`src/rtl/bus_arbiter_pkg.sv`:
```
// Shared types and constants for the bus_arbiter slice.
package bus_pkg;

    localparam int DATA_W_DEF = 32;
    localparam int N_SRC_DEF  = 4;

    typedef enum logic {
        ARB    = 1'b0,
        LOCKED = 1'b1
    } arb_state_t;

    // Encode a one-hot (or zero) vector of up to 32 bits into its bit index.
    function automatic logic [4:0] onehot_to_idx(input logic [31:0] oh);
        logic [4:0] idx;
        idx = '0;
        for (int i = 0; i < 32; i++) begin
            if (oh[i]) begin
                idx = idx | 5'(i);
            end
        end
        return idx;
    endfunction

endpackage

```
`src/rtl/bus_arbiter_rr_picker.sv`:
```
// Combinational round-robin selector: searches from ptr_i+1 upward, wrapping,
// so the source at ptr_i has the lowest priority.
module rr_picker
    import bus_pkg::*;
#(
    parameter int N_SRC = N_SRC_DEF,
    parameter int IDX_W = (N_SRC > 1) ? $clog2(N_SRC) : 1
) (
    input  logic [N_SRC-1:0] req_i,
    input  logic [IDX_W-1:0] ptr_i,
    output logic [N_SRC-1:0] gnt_o,
    output logic [IDX_W-1:0] idx_o,
    output logic             any_o
);

    logic [IDX_W-1:0] cand;

    // First requester found after the pointer wins.
    always_comb begin
        gnt_o = '0;
        cand  = '0;
        for (int off = 1; off <= N_SRC; off++) begin
            cand = IDX_W'((int'(ptr_i) + off) % N_SRC);
            if (gnt_o == '0 && req_i[cand]) begin
                gnt_o[cand] = 1'b1;
            end
        end
    end

    assign idx_o = IDX_W'(onehot_to_idx(32'(gnt_o)));
    assign any_o = |gnt_o;

endmodule

```
`src/rtl/bus_arbiter.sv`:
```
// Round-robin N-source arbiter feeding one registered valid/ready channel.
// Optional burst locking is compiled in with BUS_ARBITER_LOCK_EN; without it
// the lock port is accepted but ignored.
module bus_arbiter
    import bus_pkg::*;
#(
    parameter int   DATA_W = DATA_W_DEF,
    parameter int   N_SRC  = N_SRC_DEF,
    localparam int  IDX_W  = (N_SRC > 1) ? $clog2(N_SRC) : 1
) (
    input  logic                    clk,
    input  logic                    rst_n,
    input  logic [N_SRC-1:0]        req,
    input  logic [N_SRC-1:0]        lock,
    input  logic [N_SRC*DATA_W-1:0] data_lines,
    input  logic                    ready,
    output logic [N_SRC-1:0]        grant,
    output logic signed [DATA_W-1:0] bus_out,
    output logic                    bus_valid,
    output logic [IDX_W-1:0]        owner
);

    logic [DATA_W-1:0] bus_out_q, bus_out_d;
    logic              bus_valid_q, bus_valid_d;
    logic [IDX_W-1:0]  owner_q, owner_d;
    logic [IDX_W-1:0]  ptr_q, ptr_d;

    logic              slot_free;
    logic [N_SRC-1:0]  eligible;
    logic [N_SRC-1:0]  pick_gnt;
    logic [IDX_W-1:0]  pick_idx;
    logic              pick_any;
    logic [DATA_W-1:0] lane [N_SRC];

    for (genvar g = 0; g < N_SRC; g++) begin : g_lane
        assign lane[g] = data_lines[g*DATA_W +: DATA_W];
    end

    assign slot_free = !bus_valid_q || ready;

`ifdef BUS_ARBITER_LOCK_EN
    arb_state_t        state_q, state_d;
    logic [IDX_W-1:0]  lock_src_q, lock_src_d;

    // While locked only the lock holder may compete.
    assign eligible = (state_q == LOCKED) ? (req & (N_SRC'(1) << lock_src_q)) : req;
`else
    logic unused_lock;
    assign unused_lock = ^lock;
    assign eligible    = req;
`endif

    rr_picker #(
        .N_SRC (N_SRC),
        .IDX_W (IDX_W)
    ) u_picker (
        .req_i (eligible),
        .ptr_i (ptr_q),
        .gnt_o (pick_gnt),
        .idx_o (pick_idx),
        .any_o (pick_any)
    );

    assign grant = slot_free ? pick_gnt : '0;

    // Next-state: capture the winner when the slot is free, drain otherwise.
    always_comb begin
        bus_out_d   = bus_out_q;
        bus_valid_d = bus_valid_q;
        owner_d     = owner_q;
        ptr_d       = ptr_q;
`ifdef BUS_ARBITER_LOCK_EN
        state_d     = state_q;
        lock_src_d  = lock_src_q;
`endif
        if (slot_free) begin
            if (pick_any) begin
                bus_out_d   = lane[pick_idx];
                bus_valid_d = 1'b1;
                owner_d     = pick_idx;
                ptr_d       = pick_idx;
`ifdef BUS_ARBITER_LOCK_EN
                if (lock[pick_idx]) begin
                    state_d    = LOCKED;
                    lock_src_d = pick_idx;
                end else begin
                    state_d    = ARB;
                end
`endif
            end else begin
                // Free slot with nothing granted: either ready consumed the beat
                // or the slot was already empty.
                bus_valid_d = 1'b0;
`ifdef BUS_ARBITER_LOCK_EN
                // In LOCKED an empty pick means the holder dropped req.
                state_d = ARB;
`endif
            end
        end
    end

    // State registers with synchronous active-low reset.
    always_ff @(posedge clk) begin
        if (!rst_n) begin
            bus_out_q   <= '0;
            bus_valid_q <= 1'b0;
            owner_q     <= '0;
            ptr_q       <= IDX_W'(N_SRC - 1);
`ifdef BUS_ARBITER_LOCK_EN
            state_q     <= ARB;
            lock_src_q  <= '0;
`endif
        end else begin
            bus_out_q   <= bus_out_d;
            bus_valid_q <= bus_valid_d;
            owner_q     <= owner_d;
            ptr_q       <= ptr_d;
`ifdef BUS_ARBITER_LOCK_EN
            state_q     <= state_d;
            lock_src_q  <= lock_src_d;
`endif
        end
    end

    assign bus_out   = bus_out_q;
    assign bus_valid = bus_valid_q;
    assign owner     = owner_q;

endmodule
```
`config.mk`:
```
export PLATFORM = sky130hd
export DESIGN_NAME = bus_arbiter
export DESIGN_NICKNAME = d
export VERILOG_FILES = /design/src/rtl/bus_arbiter_pkg.sv /design/src/rtl/bus_arbiter_rr_picker.sv /design/src/rtl/bus_arbiter.sv
export SDC_FILE = /design/constraint.sdc
export NUM_CORES = 1
export LEC_CHECK = 0
export BUFFER_PORTS_ARGS = -buffer_cell sky130_fd_sc_hd__buf_4
export CORE_MARGIN = 2
export CORE_UTILIZATION = 40
export CTS_BUF_LIST = sky130_fd_sc_hd__clkbuf_16
export DETAILED_ROUTE_END_ITERATION = 7
export GPL_TIMING_DRIVEN = 0
export MAX_ROUTING_LAYER = met4
export PLACE_DENSITY_LB_ADDON = 0.12
export RECOVER_POWER = 25
export SETUP_SLACK_MARGIN = 0.3
export SYNTH_ARGS = -nofsm -noshare
export SYNTH_HDL_FRONTEND = slang
export SYNTH_SLANG_ARGS = --single-unit
```
`constraint.sdc`:
```
create_clock -name clk -period 6.31 [get_ports clk]
set_input_delay 0.631 -clock clk [delete_from_list [all_inputs] [get_ports clk]]
set_output_delay 0.631 -clock clk [all_outputs]
set_load 0.02 [all_outputs]
```
# Word-level counts from Yosys, hierarchy flattened
# Cells that the tools add are included.
totals:
  register_bits: 37
  in_bits: 139
op_classes:
  n_addsub: 4
  n_lt_le_gt_ge: 9
  n_mux: 28
  bitwise_logic: 4
  reduce_logical: 14
ops:
  columns: ["cell", "count"]
  rows:
  - ["binary-select mux 32 bit (select 2 bit)", 1]
  - ["two-way mux 32 bit", 2]
  - ["two-way mux 4 bit", 5]
  - ["logical NOT 4 bit", 3]
  - ["less-than comparator 2 x 3 -> 1 bit, second input constant", 4]
  - ["OR 4 bit", 3]
  - ["two-way mux 1 bit", 10]
  - ["binary-select mux 1 bit (select 2 bit)", 4]
  - ["demux 1 bit (select 2 bit)", 4]
  - ["greater-or-equal comparator 2 x 1 -> 1 bit, second input constant", 4]
  - ["logical AND 1 bit", 7]
  - ["adder 2 x 1 -> 2 bit, second input constant", 2]
  - ["adder 2 bit, second input constant", 2]
  - ["two-way mux 2 bit", 2]
  - ["OR reduction 4 bit", 1]
  - ["greater-or-equal comparator 3 bit, second input constant", 1]
  - ["inverter 2 -> 3 bit", 1]
  - ["AND reduction 2 bit", 1]
  - ["logical NOT 1 bit", 1]
  - ["logical OR 1 bit", 1]

# Depth between registers and ports, before layout
# Gate-level depths: netlist of run 1.
logic_depth:
  word_depth: 22
  mapped_depth: 13
  mapped_depth_nobuf: 9

# By module
# From an unflattened synthesis of run 1, not the netlist that was laid out.
hier_totals:
  cells_unflattened: 197
  area_unflattened_um2: 2498.6
modules_own_cells:
  columns: ["module", "n_inst", "cells_per_inst", "area_each_um2"]
  rows:
  - ["bus_arbiter", 1, 136, 1975.6]
  - ["rr_picker", 1, 61, 523.0]

# Least setup slack after synthesis of run 1
# Ideal clock, no wire load.
synth_timing:
  kind: "register to output"
  startpoint: "register ptr_q[0]"
  endpoint: "output grant[1]"
  t_arrival_ns: 3.011
  required_time_ns: 5.679
  setup_slack_ns: 2.668
  path_stages_with_launch: 10
  n_path_buf: 1
  cell_sequence: "dfxtp_1 -> inv_1 -> ha_1 -> mux4_2 -> a21boi_0 -> a211o_1 -> nor3_1 -> clkbuf_1 -> nor2_1 -> nor2_1"
synth_via:
  elab_chain_len: 16
  elab_cells_between_ends: 46
  cone_classes: "add/sub (4); order compare (8); mux (21); bitwise (3); reduce/logical (10)"
synth_rtl:
  columns: ["item", "line_no", "text"]
  rows:
  - ["start: declaration", "bus_arbiter.sv:26", "logic [IDX_W-1:0] ptr_q, ptr_d;"]
  - ["start signal: assignment", "bus_arbiter.sv:108", "ptr_q <= IDX_W'(N_SRC - 1);"]
  - ["start signal: assignment", "bus_arbiter.sv:117", "ptr_q <= ptr_d;"]
  - ["adder 2 x 1 -> 2 bit", "bus_arbiter_rr_picker.sv:23", "cand = IDX_W'((int'(ptr_i) + off) % N_SRC);"]
  - ["less-than comparator 2 x 3 -> 1 bit (not written as such) / greater-or-equal comparator 2 x 1 -> 1 bit (equally long branches)", "bus_arbiter_rr_picker.sv:25", "gnt_o[cand] = 1'b1;"]
  - ["logical AND 1 bit (not written as such)", "bus_arbiter_rr_picker.sv:25", null]
  - ["two-way mux 1 bit (not written as such)", "bus_arbiter_rr_picker.sv:25", null]
  - ["demux 1 bit (select 2 bit)", null, null]
  - ["two-way mux 4 bit", "bus_arbiter_rr_picker.sv:24", "if (gnt_o == '0 && req_i[cand]) begin"]
  - ["logical NOT 4 bit", "bus_arbiter_rr_picker.sv:24", null]
  - ["logical AND 1 bit", "bus_arbiter_rr_picker.sv:24", null]
  - ["two-way mux 4 bit", "bus_arbiter_rr_picker.sv:24", null]
  - ["logical NOT 4 bit", "bus_arbiter_rr_picker.sv:24", null]
  - ["logical AND 1 bit", "bus_arbiter_rr_picker.sv:24", null]
  - ["two-way mux 4 bit", "bus_arbiter_rr_picker.sv:24", null]
  - ["logical NOT 4 bit", "bus_arbiter_rr_picker.sv:24", null]
  - ["logical AND 1 bit", "bus_arbiter_rr_picker.sv:24", null]
  - ["two-way mux 4 bit *", "bus_arbiter_rr_picker.sv:24", null]
  - ["two-way mux 4 bit *", "bus_arbiter.sv:64", "assign grant = slot_free ? pick_gnt : '0;"]
  - ["end: declaration", "bus_arbiter.sv:17", "output logic [N_SRC-1:0] grant,"]
# Every way passes the cells marked *; elsewhere a longest branch is shown, timed or not. The select of a mux whose other input is x is not followed.

# Worst setup path in the final report of run 1
# Ends and elaborated chain as after synthesis.

==> metrics.md, run 1 <==
| Metric | Value |
|---|---|
| Combinational share of power | 0.784 |
| TritonCTS Buffers | 5 |
| Psw | 1.49 mW |
| CP Data Arrival Time | 3.83 ns |
| Ant diodes | 0 |
| 1st-pass router iterations | 5 |
| Cell variety after synth | 50 |
| Synth warn | 0 |
| Cts hold-fix bufs | 0 |
| Number of global-route vias before repair | 3428 |
| Top_reg_cell synth | dfxtp_1 |
| XOR/XNOR Fraction of Synth Area | 0 |
| Hold Path Stages | 1 |
| R2R Setup Slk | 2.43 ns |
| CTS tree | built |
| Crit. End Element | primary output |
| Worst setup SP type | flip-flop |
| Clk slew on worst S/H paths | 0.06 ns |
| Initial antenna violation count | 0 |
| Starting density of the core | 0.409 |
| EDFF count, synth | 0 |
| Syn avg cell area | 8.26 um^2 |
| Max-slew violations | 0 |
| Synth Net Count | 500 |
| Fmax | 224 MHz |
| Biggest area consumer among synthesized cells | dfxtp_1 |
| Crit-path max FO | 10 |
| Global-route wire length before repair | 16500 um |
| Maximum VDD drop | 0.000306 V |
| Drt drc | 0 |
| RePlAce Congestion | 0.882 |
| Register bit total from synthesis | 37 |
| Hold slack | 0.465 ns |
| Yosys top cell area share | 0.254 |
| Die area | 7990 um^2 |
| Largest family of logic cells by synthesized area | compound AO/OA/AOI/OAI gates |
| Row cnt | 31 |
| Synth Cell Area | 2920 um^2 |
| Fin cells | 632 |
| Reg power frac | 0.132 |
| Root Driver | clkbuf_16 |
| Worst reg2reg path depth | 12 |
| Int Pwr | 1.43 mW |
| Final setup TNS | 0 ns |
| Placed cells | 625 |
| Antenna-violating nets left | 0 |
| Die W | 89.4 um |
| PD cells | 662 nW/um^2 |
| Measured slew at the worst slew-check pin | 0.782 ns |
| Commonest non-fill, non-tap cell in the layout | buf_4 |
| Fraction of registers with async set/reset | 0 |
| Post-Synthesis Cells | 353 |
| Adder-cell share of the synthesized area | 0.0343 |
| Switching share of power | 0.509 |
| H-Tree Depth | 2 |
| Multiplexer area fraction after synthesis | 0.0335 |
| Quantity of I/O buffers inserted on ports | 173 |
| Compound-Gate Fraction of Synth Area | 0.420 |
| Simple-gate share of the synthesized area | 0.179 |
| Share of cells above drive strength 1 | 0.347 |
| Fin crit share | 0.707 |
| Core Region | 7140 um^2 |
| Largest net degree at the start of global routing | 12 |
| Most frequent cells in the layout | buf_4, clkbuf_1, a21oi_1, dfxtp_1, nor3_1 |
| Area grow syn2layout | 51.1% |
| Clock Skews | 0.00661 ns |
| Min-Delay Path Class | reg2reg |
| Longest Clk Path Bufs | 2 |
| Postcts setup bufs | 0 |
| DRT iter0 DRCs | 215 |
| Clock Sink Count | 37 |
| Fin nets | 680 |
| Detailed placement HPWL | 8280 um |
| Vias | 3685 |
| Max Cap Violations | 0 |
| Worst path required time | 5.68 ns |
| Kind of critical path | reg2out |
| RSZ-0062 raised after global routing | no |
| Final core utilization | 0.617 |
| Seq/Total Area, Yosys | 0.254 |
| Ranking of synthesized cells by area | dfxtp_1, a32o_1, a211o_1 |
| IO Pins | 178 |
| Final Setup Violations | 0 |
| Total GRT Usage | 0.275 |
| P_leak | 2.00 nW |
| Detail-routed via count per cell | 5.83 |
| GRT overflow | 0 |
| Die height | 89.4 um |
| Min Tclk post-route | 4.46 ns |
| Hold Vio Cnt, Final | 0 |
| Clk_lat worst skew | 0.28 ns |
| Routed len/inst | 17.3 um |
| Resize count post-CTS | 0 |
| Total Wirelength | 10900 um |
| Clock power frac | 0.083 |
| Status | complete, no violations |
| Slew HR | 0.475 |
[final timing paths]
path | from | endpoint
worst max-delay path | ptr_q[0] | grant[1]
worst max register to register | ptr_q[0] | bus_out[21]
worst min-delay path | bus_out[25] | bus_out[25]
worst min register to register | bus_out[25] | bus_out[25]
[power groups by stage]
stage                     Combinational (mW)  Clock [mW]  Sequential (mW)
after floorplan                         1.57           0            0.481
after global placement                  2.28           0            0.388
after detailed placement                2.30           0            0.391
after CTS                               2.31       0.245            0.387
after global routing                    2.51       0.252            0.397
final                                   2.29       0.243            0.386
[area by class of cell]
cell class	instances	area [um^2]
buffer	37	201
clock buffer	5	125
clock inverter	2	12.5
fill	675	2730
inverter	8	30.0
multi-input combinational	271	1940
sequential	37	741
tap	99	124
timing repair buffer	173	1230
[flip-flops by register name, indices dropped and copies added (netlist names)]
register / flops
owner: 2
bus_valid: 1
bus_out: 32
ptr_q: 2
[cell usage after synthesis (2+ instances only)]
library cell / n
a2111o_1: 2
a211o_1: 33
a21boi_0: 2
a21oi_1: 38
a22oi_1: 2
a31oi_1: 2
a32o_1: 31
and3_1: 32
buf_2: 8
buf_6: 7
clkbuf_1: 21
dfxtp_1: 37
ha_1: 8
inv_1: 8
mux4_1: 2
mux4_2: 2
nand2_1: 5
nand3_1: 3
nor2_1: 8
nor2b_1: 2
nor3_1: 34
o2111ai_1: 2
o211ai_1: 2
o21ai_0: 31
o21ai_1: 5
or4_1: 2
[kinds of logic (layout without fill, tap and decap cells)]
logic type               after synthesis  after routing
multiplexers                           4              4
buffers and inverters                 45            225
AND/OR/NAND/NOR                       94             94
AO/OA/AOI/OAI                        165            165
adder cells (fa/ha/maj)                8              8
flip-flops                            37             37
[per-layer routing]
metal / vias up / track usage / share of wire
met5: - / - / 0
met4: 0 / 0.106 / 0.023
met3: 25 / 0.0434 / 0.068
met2: 163 / 0.446 / 0.50
met1: 1730 / 0.343 / 0.41
li1: 1767 / - / -
[worst max-delay path: stages (launching register included)]
cell      delay [ns]
dfxtp_1         0.55
inv_1           0.19
ha_1            0.37
mux4_2          0.57
a21boi_0        0.18
a211o_1         0.33
nor3_1          0.62
clkbuf_1        0.42
nor2_1          0.10
nor2_1          0.10
buf_4           0.14
[stage by stage]
stage | worst slack, ns | power [mW] | instance area, um^2
2_1_floorplan | 2.67 | 2.05 | 2920
3_3_place_gp | 2.19 | 2.67 | 4340
3_5_place_dp | 2.12 | 2.69 | 4340
4_1_cts | 1.85 | 2.94 | 4480
5_1_grt | 1.56 | 3.16 | 4410
6_report | 1.85 | 2.92 | 4410
No activity file was read; power rests on OpenSTA's default activity.
==> inputs of run 2 (changes only) <==
Clock period 6.31 ns to 3.9 ns, I/O delays scaled along.
==> metrics.md, run 2 (synthesis gave the netlist of run 1 again) <==
| Metric | Value |
|---|---|
| Status | complete, no violations |
| RR Endpoint | bus_out[13] |
| Initial antenna violation count | 0 |
| TritonCTS Buffers | 5 |
| Max reg flops | 32 |
| Largest net degree at the start of global routing | 12 |
| Row cnt | 31 |
| RSZ-0062 raised after global routing | no |
| Die height | 89.4 um |
| Total Wirelength | 11100 um |
| Antenna-violating nets left | 0 |
| Critical path depth | 10 |
| IO Pins | 178 |
| Clock Skews | 0.00736 ns |
| Clock Sink Count | 37 |
| CP max stage cell | or4_1 |
| Origin of the critical flop-to-flop path | ptr_q[0] |
| Measured slew at the worst slew-check pin | 0.515 ns |
| RePlAce Congestion | 0.882 |
| Fmax | 293 MHz |
| Worst setup SP type | flip-flop |
| CTS tree | built |
| P_leak | 2.07 nW |
| R2R Setup Slk | 0.49 ns |
| Starting density of the core | 0.409 |
| Global-route wire length before repair | 16600 um |
| CP Data Arrival Time | 3.02 ns |
| Max Cap Violations | 0 |
| GRT overflow | 0 |
| Max-slew violations | 0 |
| Clk slew on worst S/H paths | 0.05 ns |
| DRT iter0 DRCs | 257 |
| H-Tree Depth | 2 |
| Maximum VDD drop | 0.000494 V |
| Clk_lat worst skew | 0.28 ns |
| Worst path required time | 3.51 ns |
| Power Total | 4.87 mW |
| Core Region | 7140 um^2 |
| Routed len/inst | 17.3 um |
| Crit. End Element | primary output |
| Hold Vio Cnt, Final | 0 |
| Area grow syn2layout | 55.7% |
| 1st-pass router iterations | 5 |
| Worst stage delay on the critical path | 0.60 ns |
| Most frequent cells in the layout | buf_4, a21oi_1, clkbuf_1, dfxtp_1 |
| Min Tclk post-route | 3.41 ns |
| Crit-path max FO | 10 |
| Critical path's most frequent cell | nor2_1 |
| Longest Clk Path Bufs | 2 |
| CP startpoint | ptr_q[1] |
| PD cells | 1070 nW/um^2 |
| Detail-routed via count per cell | 5.85 |
| Placement Cell Area | 4340 um^2 |
| Commonest non-fill, non-tap cell in the layout | buf_4 |
| CP Capture Point | grant[1] |
| Ant diodes | 0 |
| Fin crit share | 0.875 |
| Vias | 3754 |
| Drt drc | 0 |
| Crit-path cells | inv_2 -> ha_1 -> or4_1 -> a21bo_2 -> o21ai_4 -> o21ai_2 -> clkbuf_1 -> nor2_1 -> nor2_1 -> buf_4 |
| Final Instance Area | 4540 um^2 |
| Total GRT Usage | 0.277 |
| Root Driver | clkbuf_16 |
| Slew HR | 0.656 |
| Share of cells above drive strength 1 | 0.383 |
| Number of global-route vias before repair | 3491 |
| Min-Delay Path Class | in2reg |
| Critical path's top delay family | simple AND/OR/NAND/NOR gates |
| Quantity of I/O buffers inserted on ports | 173 |
| Fin nets | 690 |
| Final Setup Violations | 0 |
| Worst reg2reg path depth | 12 |
| Die area | 7990 um^2 |
| Buffers & Inverters on Critical Path | 3 |
| Kind of critical path | reg2out |
| Detailed placement HPWL | 8280 um |
| Die W | 89.4 um |
run 2: changes by cell type in the layout (fill, tap and decap cells not counted), moves of 2 or more:
cell,change
buf_4,+10
inv_1,-2
dfxtp_1,-2
clkbuf_2,+4
clkbuf_1,-5
run 2: routing by layer:
| layer | global-route usage | routed length, um | vias up | share of wire |
|---|---|---|---|---|
| met5 | - | 0 | - | 0 |
| li1 | - | - | 1788 | - |
| met1 | 0.340 | 4410 | 1759 | 0.40 |
| met4 | 0.109 | 280 | 0 | 0.025 |
| met2 | 0.455 | 5570 | 180 | 0.50 |
| met3 | 0.0434 | 838 | 27 | 0.075 |
run 2: how the worst min path moves through the flow:
| stage | cells after the start | slack, ns | end | start |
|---|---|---|---|---|
| after floorplan | 1 | 0.48 | ptr_q[0] | rst_n |
| after global placement | 1 | 0.45 | bus_out[17] | bus_out[17] |
| after detailed placement | 1 | 0.46 | bus_out[25] | bus_out[25] |
| final | 2 | 0.33 | ptr_q[1] | rst_n |
| after global routing | 2 | 0.33 | ptr_q[0] | rst_n |
| after CTS | 2 | 0.33 | ptr_q[1] | rst_n |
run 2: where the power goes:
group	total, mW	internal [mW]	switching (mW)
Sequential	0.622	0.542	0.0795
Combinational	3.86	1.65	2.22
Clock	0.391	0.232	0.159
Total	4.87	2.42	2.46
run 2: cell type report:
cell class	instances	area, um^2
multi-input cells	271	1990
flip-flops and latches	37	746
fillers	658	2590
clock inverters	2	12.5
plain buffers	37	211
clock buffers	5	125
well taps	99	124
inverters	8	33.8
repair buffers	183	1300
run 2: worst reg2reg max path, stage by stage (launching register included):
cell and delay, ns:
dfxtp_4 0.37, clkinvlp_4 0.14, ha_4 0.30, mux4_2 0.56, a21boi_0 0.19, a211o_1 0.40
a211o_1 0.33, buf_6 0.16, buf_6 0.14, buf_2 0.18, a21oi_1 0.15, o21ai_0 0.13
a32o_1 0.28
run 2: what timing repair did:
action	in CTS	in global routing
resized for setup	9	14
pin swaps	1	4
endpoints found under the setup margin	36	33
buffers inserted	4	6
hold buffers	0	0
run 2: metrics by stage:
stage           util  hold WS, ns  instances  setup WS, ns  TNS, ns
2_1_floorplan      -        0.479        353         0.499        0
3_3_place_gp   0.608        0.449        625        0.0199        0
3_5_place_dp   0.608        0.457        625       -0.0494  -0.0494
4_1_cts        0.636        0.330        636         0.298        0
5_1_grt        0.636        0.334        642         0.315        0
6_report       0.636        0.326        642         0.489        0
